<file path="src/rtl/pix_tx.sv">
// pix_tx: parallel pixel-bus frame generator (pix_fv/pix_lv/pix_d) with built-in test patterns
// or a ready/trigger word stream as the pixel source.
module pix_tx #(
    parameter int ImageWidthMax  = 256,
    parameter int ImageHeightMax = 256,
    parameter int HBlank         = 8,
    parameter int VBlank         = 16,
    parameter int FvLead         = 2
) (
    input  logic                                  clk,
    input  logic                                  rst,
    input  logic                                  cmd_start,
    input  logic [$clog2(ImageWidthMax + 1)-1:0]  cmd_width,
    input  logic [$clog2(ImageHeightMax + 1)-1:0] cmd_height,
    input  logic [1:0]                            cmd_pattern,
    input  logic [11:0]                           cmd_const,
    input  logic                                  stream_ready,
    output logic                                  stream_trigger,
    input  logic [15:0]                           stream_data,
    output logic [11:0]                           pix_d,
    output logic                                  pix_fv,
    output logic                                  pix_lv,
    output logic                                  status_busy,
    output logic                                  status_done,
    output logic                                  status_underflow
);
    localparam int WW   = $clog2(ImageWidthMax + 1);
    localparam int HW   = $clog2(ImageHeightMax + 1);
    localparam int BMAX = VBlank > HBlank ? VBlank : HBlank;
    localparam int CMAX = BMAX > FvLead ? BMAX : FvLead;
    localparam int CW   = $clog2(CMAX + 1);

    typedef enum logic [2:0] {IDLE, LEAD, LINE, HBLANK, TRAIL, VBLANK} state_t;

    state_t        state, state_n;
    logic [CW-1:0] cnt;
    logic [WW-1:0] x, w;
    logic [HW-1:0] y, h;
    logic [1:0]    pat;
    logic [11:0]   cst, pix_val;
    logic          accept, line_end, last_y, unused;

    assign accept         = cmd_start && cmd_width != '0 && cmd_height != '0;
    assign line_end       = x == w - WW'(1);
    assign last_y         = y == h - HW'(1);
    assign stream_trigger = state == LINE && pat == 2'd3 && stream_ready;
    assign unused         = ^stream_data[15:12];

    always_comb begin
        state_n = state;
        case (state)
            IDLE:    state_n = accept ? LEAD : IDLE;
            LEAD:    state_n = cnt == CW'(FvLead - 1) ? LINE : LEAD;
            LINE:    state_n = !line_end ? LINE : last_y ? TRAIL : HBLANK;
            HBLANK:  state_n = cnt == CW'(HBlank - 1) ? LINE : HBLANK;
            TRAIL:   state_n = cnt == CW'(FvLead - 1) ? VBLANK : TRAIL;
            VBLANK:  state_n = cnt == CW'(VBlank - 1) ? IDLE : VBLANK;
            default: state_n = IDLE;
        endcase
    end

    always_comb begin
        pix_val = pat == 2'd0 ? 12'(x) + 12'(y) :
                  pat == 2'd1 ? {y[5:0], x[5:0]} :
                  pat == 2'd2 ? cst :
                  stream_ready ? stream_data[11:0] : 12'd0;
    end

    always_ff @(posedge clk) begin
        if (rst) state <= IDLE;
        else     state <= state_n;
    end

    // Outputs are the registered image of the current state, so every pixel-bus
    // signal (including stream data captured on trigger) shares the same one-cycle lag.
    always_ff @(posedge clk) begin
        if (rst) begin
            cnt              <= '0;
            x                <= '0;
            y                <= '0;
            w                <= '0;
            h                <= '0;
            pat              <= '0;
            cst              <= '0;
            pix_d            <= '0;
            pix_fv           <= 1'b0;
            pix_lv           <= 1'b0;
            status_busy      <= 1'b0;
            status_done      <= 1'b0;
            status_underflow <= 1'b0;
        end else begin
            cnt         <= state_n != state ? '0 : cnt + CW'(1);
            x           <= state == LINE && !line_end ? x + WW'(1) : '0;
            y           <= state == IDLE ? '0 : state == LINE && line_end && !last_y ? y + HW'(1) : y;
            pix_d       <= state == LINE ? pix_val : 12'd0;
            pix_fv      <= state != IDLE && state != VBLANK;
            pix_lv      <= state == LINE;
            status_busy <= state != IDLE;
            status_done <= state == IDLE && status_busy;
            if (state == IDLE && accept) begin
                w                <= cmd_width;
                h                <= cmd_height;
                pat              <= cmd_pattern;
                cst              <= cmd_const;
                status_underflow <= 1'b0;
            end else if (state == LINE && pat == 2'd3 && !stream_ready) begin
                status_underflow <= 1'b1;
            end
        end
    end
endmodule

</file>
<file path="config.mk">
export PLATFORM = sky130hd
export DESIGN_NAME = pix_tx
export DESIGN_NICKNAME = d
export VERILOG_FILES = /design/src/rtl/pix_tx.sv
export SDC_FILE = /design/constraint.sdc
export NUM_CORES = 1
export LEC_CHECK = 0
export CORE_AREA = 2 2 89 91
export CTS_CLUSTER_DIAMETER = 150
export DETAILED_ROUTE_END_ITERATION = 6
export DIE_AREA = 0 0 91 93
export GPL_TIMING_DRIVEN = 0
export PLACE_DENSITY = 0.91
export SKIP_LAST_GASP = 1
export SYNTH_ARGS = -nofsm -noshare
export SYNTH_HDL_FRONTEND = slang
export SYNTH_SLANG_ARGS = --single-unit
</file>
<file path="constraint.sdc">
create_clock -name clk -period 8 [get_ports clk]
set_clock_uncertainty 0.15 [all_clocks]
set_input_delay 2.4 -clock clk [delete_from_list [all_inputs] [get_ports clk]]
set_output_delay 2.4 -clock clk [all_outputs]
set_load 0.01 [all_outputs]
</file>
==> flow_metrics.py <==
metrics = {
    "outcome": {
        "outcome": "finished, final reports clean",
    },
    "clocking": {
        "cts_tree": "yes",
        "numCtsBuffers": 9,
        "worstSkewPairLatency_ns": 0.36,
        "cts_root_buffer": "clkbuf_8",
        "cts.clk_slew.worst_paths_ns": 0.08,
        "clockBufferDepth": 2,
        "h-tree-depth": 3,
        "numClockSinks": 75,
        "ctsHoldBuffers": 0,
        "cts_resized": 0,
        "post_cts_buffers": 0,
    },
    "drt": {
        "wl_per_cell_um": 15.31,
        "vias_per_cell": 5.709,
        "first_iter_violations": 183,
        "drc": 0,
        "dr.pass1.iters": 5,
        "num_vias": 4036,
        "wl_um": 10830,
        "ant_nets": 0,
    },
    "yosys": {
        "syn-instance-count": 524,
        "synth-edff-count": 0,
        "ys_seq_area_frac": 0.3610,
        "ys.warnings.count": 0,
        "syn-num-nets": 593,
        "netlist_top_cells_count": "nand2_1 (80), dfxtp_1 (75), nor2_1 (55)",
        "ys_seq_elements": 75,
        "synth_area_leaders": "dfxtp_1 (36%), nand2_1 (7.2%), a21oi_1 (5.2%), nor2_1 (5.0%), xnor2_1 (4.8%)",
        "synthArstFlopShare": 0,
        "yosysTopAreaCellShare": 0.3610,
        "synth_cell_type_count": 50,
        "synth_top_cell_by_area": "dfxtp_1",
        "netlist_area_um2": 4159,
        "yosysMostFrequentCell": "nand2_1",
        "synth_flop_cell": "dfxtp_1",
        "postSynthAreaPerCell_um2": 7.937,
    },
    "grt": {
        "grt_pass1_wl_um": 17390,
        "grt_overflow_total": 0,
        "grt_max_degree": 13,
        "grt_pass1_vias": 3818,
        "antenna_found_initial": 0,
        "track_usage": 0.2574,
    },
    "setup_path": {
        "r2r_cells": 9,
        "rr_startpoint": "w[0]",
        "critPathArrivalTime_ns": 3.72,
        "crit_path_cell_trace": "clkdlybuf4s50_1 > inv_1 > nor3_1 > clkdlybuf4s50_1",
        "path_common_cell": "clkdlybuf4s50_1",
        "critical-path-max-stage-delay_ns": 0.56,
        "worstSetupPathType": "input port to output pin",
        "cp_max_fo": 4,
        "crit_required_ns": 5.45,
        "cp-end-kind": "output pin",
        "r2r_end": "y[6]",
        "r2r_slack_ns": 5.03,
        "cp-start-kind": "input port",
        "crit_slowest_cell": "clkdlybuf4s50_1",
    },
    "min_path": {
        "hp-class": "flip-flop to flip-flop",
        "holdPathStages": 2,
        "hold-path-endpoint": "cst[5]",
        "worstHoldStart": "cst[5]",
    },
    "timing": {
        "hold_viol": 0,
        "setup_tns_ns": 0,
        "timing.final.crit_share": 0.7838,
        "whs_ns": 0.3092,
        "grt_setup_unrepaired": "no",
        "relSlewSlack": 0.5137,
        "fmax_mhz": 159.5,
        "slew_violations": 0,
        "setup_viol": 0,
        "period_needed_ns": 6.271,
        "worst_pin_slew_ns": 0.7270,
    },
    "pwr": {
        "p_sw_frac": 0.2789,
        "total_leakage_power_nw": 1.924,
        "peakVddDrop_mv": 0.1117,
        "total_power_uw": 878.6,
        "clkPwrFrac": 0.356,
        "p_int_uw": 633.6,
        "pwr-share-comb": 0.185,
        "p_sw_uw": 245.0,
        "p_per_area_nw_per_um2": 170.6,
        "p_seq_frac": 0.459,
    },
    "layout": {
        "finalInstanceArea_um2": 5150,
        "drive_gt1_frac": 0.04628,
        "nets": 669,
        "areaGrowthSynthToFinish_pct": 23.83,
        "n_antenna_cell": 0,
        "post-route-util": 0.6842,
    },
    "die": {
        "die_y_um": 93,
        "pin_count": 70,
        "fp-row-count": 32,
        "fp.dieArea_um2": 8463,
        "fp.dieW_um": 91,
        "design.core.area_um2": 7527,
        "start_util": 0.5525,
    },
    "placement": {
        "gp_congestion": 0.9145,
        "io_buffers": 65,
        "post_dp_cell_area_um2": 4937,
        "hpwl_um": 8171,
    },
    "flow_run": {
        "cap_viol_max_count": 0,
    },
}
==> through the flow <==
stage / worst slack (ns) / std cells
floorplan: 2.724 / 524
global placement: 1.748 / 691
detailed placement: 1.724 / 691
CTS: 1.727 / 707
global route: 1.670 / 707
finish: 1.729 / 707
==> power groups by stage <==
stage	Combinational (mW)	Sequential (mW)	Clock, mW
final	0.163	0.404	0.312
after detailed placement	0.159	0.412	0
after global placement	0.152	0.411	0
after global routing	0.178	0.406	0.327
after floorplan	0.104	0.409	0
after CTS	0.161	0.403	0.312
==> cell families after synthesis <==
logic type	Yosys count	share of synthesized area
AND/OR/NAND/NOR	231	0.2705
AO/OA/AOI/OAI	96	0.1453
flip-flops	75	0.3610
buffers and inverters	49	0.04633
XOR/XNOR	36	0.07581
multiplexers	20	0.04813
adder cells (fa/ha/maj)	17	0.05295
==> placed cells by master, fill, tap and decap left out, drive strengths merged, types with 2 or more instances in the layout <==
cell type,count
a22oi,2
or3,9
nand4b,3
nor2b,13
nor3b,4
buf,6
a21o,2
a2111oi,2
a31oi,4
clkinv,3
o211ai,2
clkdlybuf4s50,65
a21oi,43
nor4,8
o221ai,2
ha,16
nor3,14
inv,19
or2,2
a211oi,11
and3,9
or4,3
nand3,9
nand4,9
nand2b,3
and2,4
nand3b,3
xnor2,23
o21ai,18
mux2i,20
dfxtp,75
nor2,55
o311a,2
clkbuf,35
xor2,13
o311ai,2
nand2,80
==> metal layers <==
metal	vias to the layer above	global-route usage	share of wire
li1	1975	-	-
met4	0	0.1515	0.036
met2	141	0.4506	0.50
met3	33	0.04271	0.048
met1	1887	0.2967	0.41
met5	-	0	0
==> worst max path at each step <==
| stage | slack, ns | end | startpoint | cells after the start |
|---|---|---|---|---|
| 2_1_floorplan | 2.72 | stream_trigger | stream_ready | 2 |
| 3_3_place_gp | 1.75 | stream_trigger | stream_ready | 4 |
| 3_5_place_dp | 1.72 | stream_trigger | stream_ready | 4 |
| 4_1_cts | 1.73 | stream_trigger | stream_ready | 4 |
| 5_1_grt | 1.67 | stream_trigger | stream_ready | 4 |
| 6_report | 1.73 | stream_trigger | stream_ready | 4 |
==> critical path: cells and delay by family <==
| kind | cells | cell delay, ns |
|---|---|---|
| buffers and inverters | 3 | 1.15 |
| and+or+nand+nor | 1 | 0.17 |
==> state kept, by name (all words and copies together) (netlist names), 2 cells and up <==
register / cells
cst: 12
w: 9
pix_d: 12
x: 9
state: 3
h: 9
cnt: 5
pat: 2
y: 9
==> layout make-up <==
type	count	area, um^2
Buffer	29	117.6
Clock buffer	12	165.2
Clock inverter	4	47.55
Fill cell	618	2377
Inverter	20	75.07
Multi-Input combinational cell	400	2465
Sequential cell	75	1501
Tap cell	102	127.6
Timing Repair Buffer	65	650.6
Note: power is estimated with default switching activity, not from simulation.
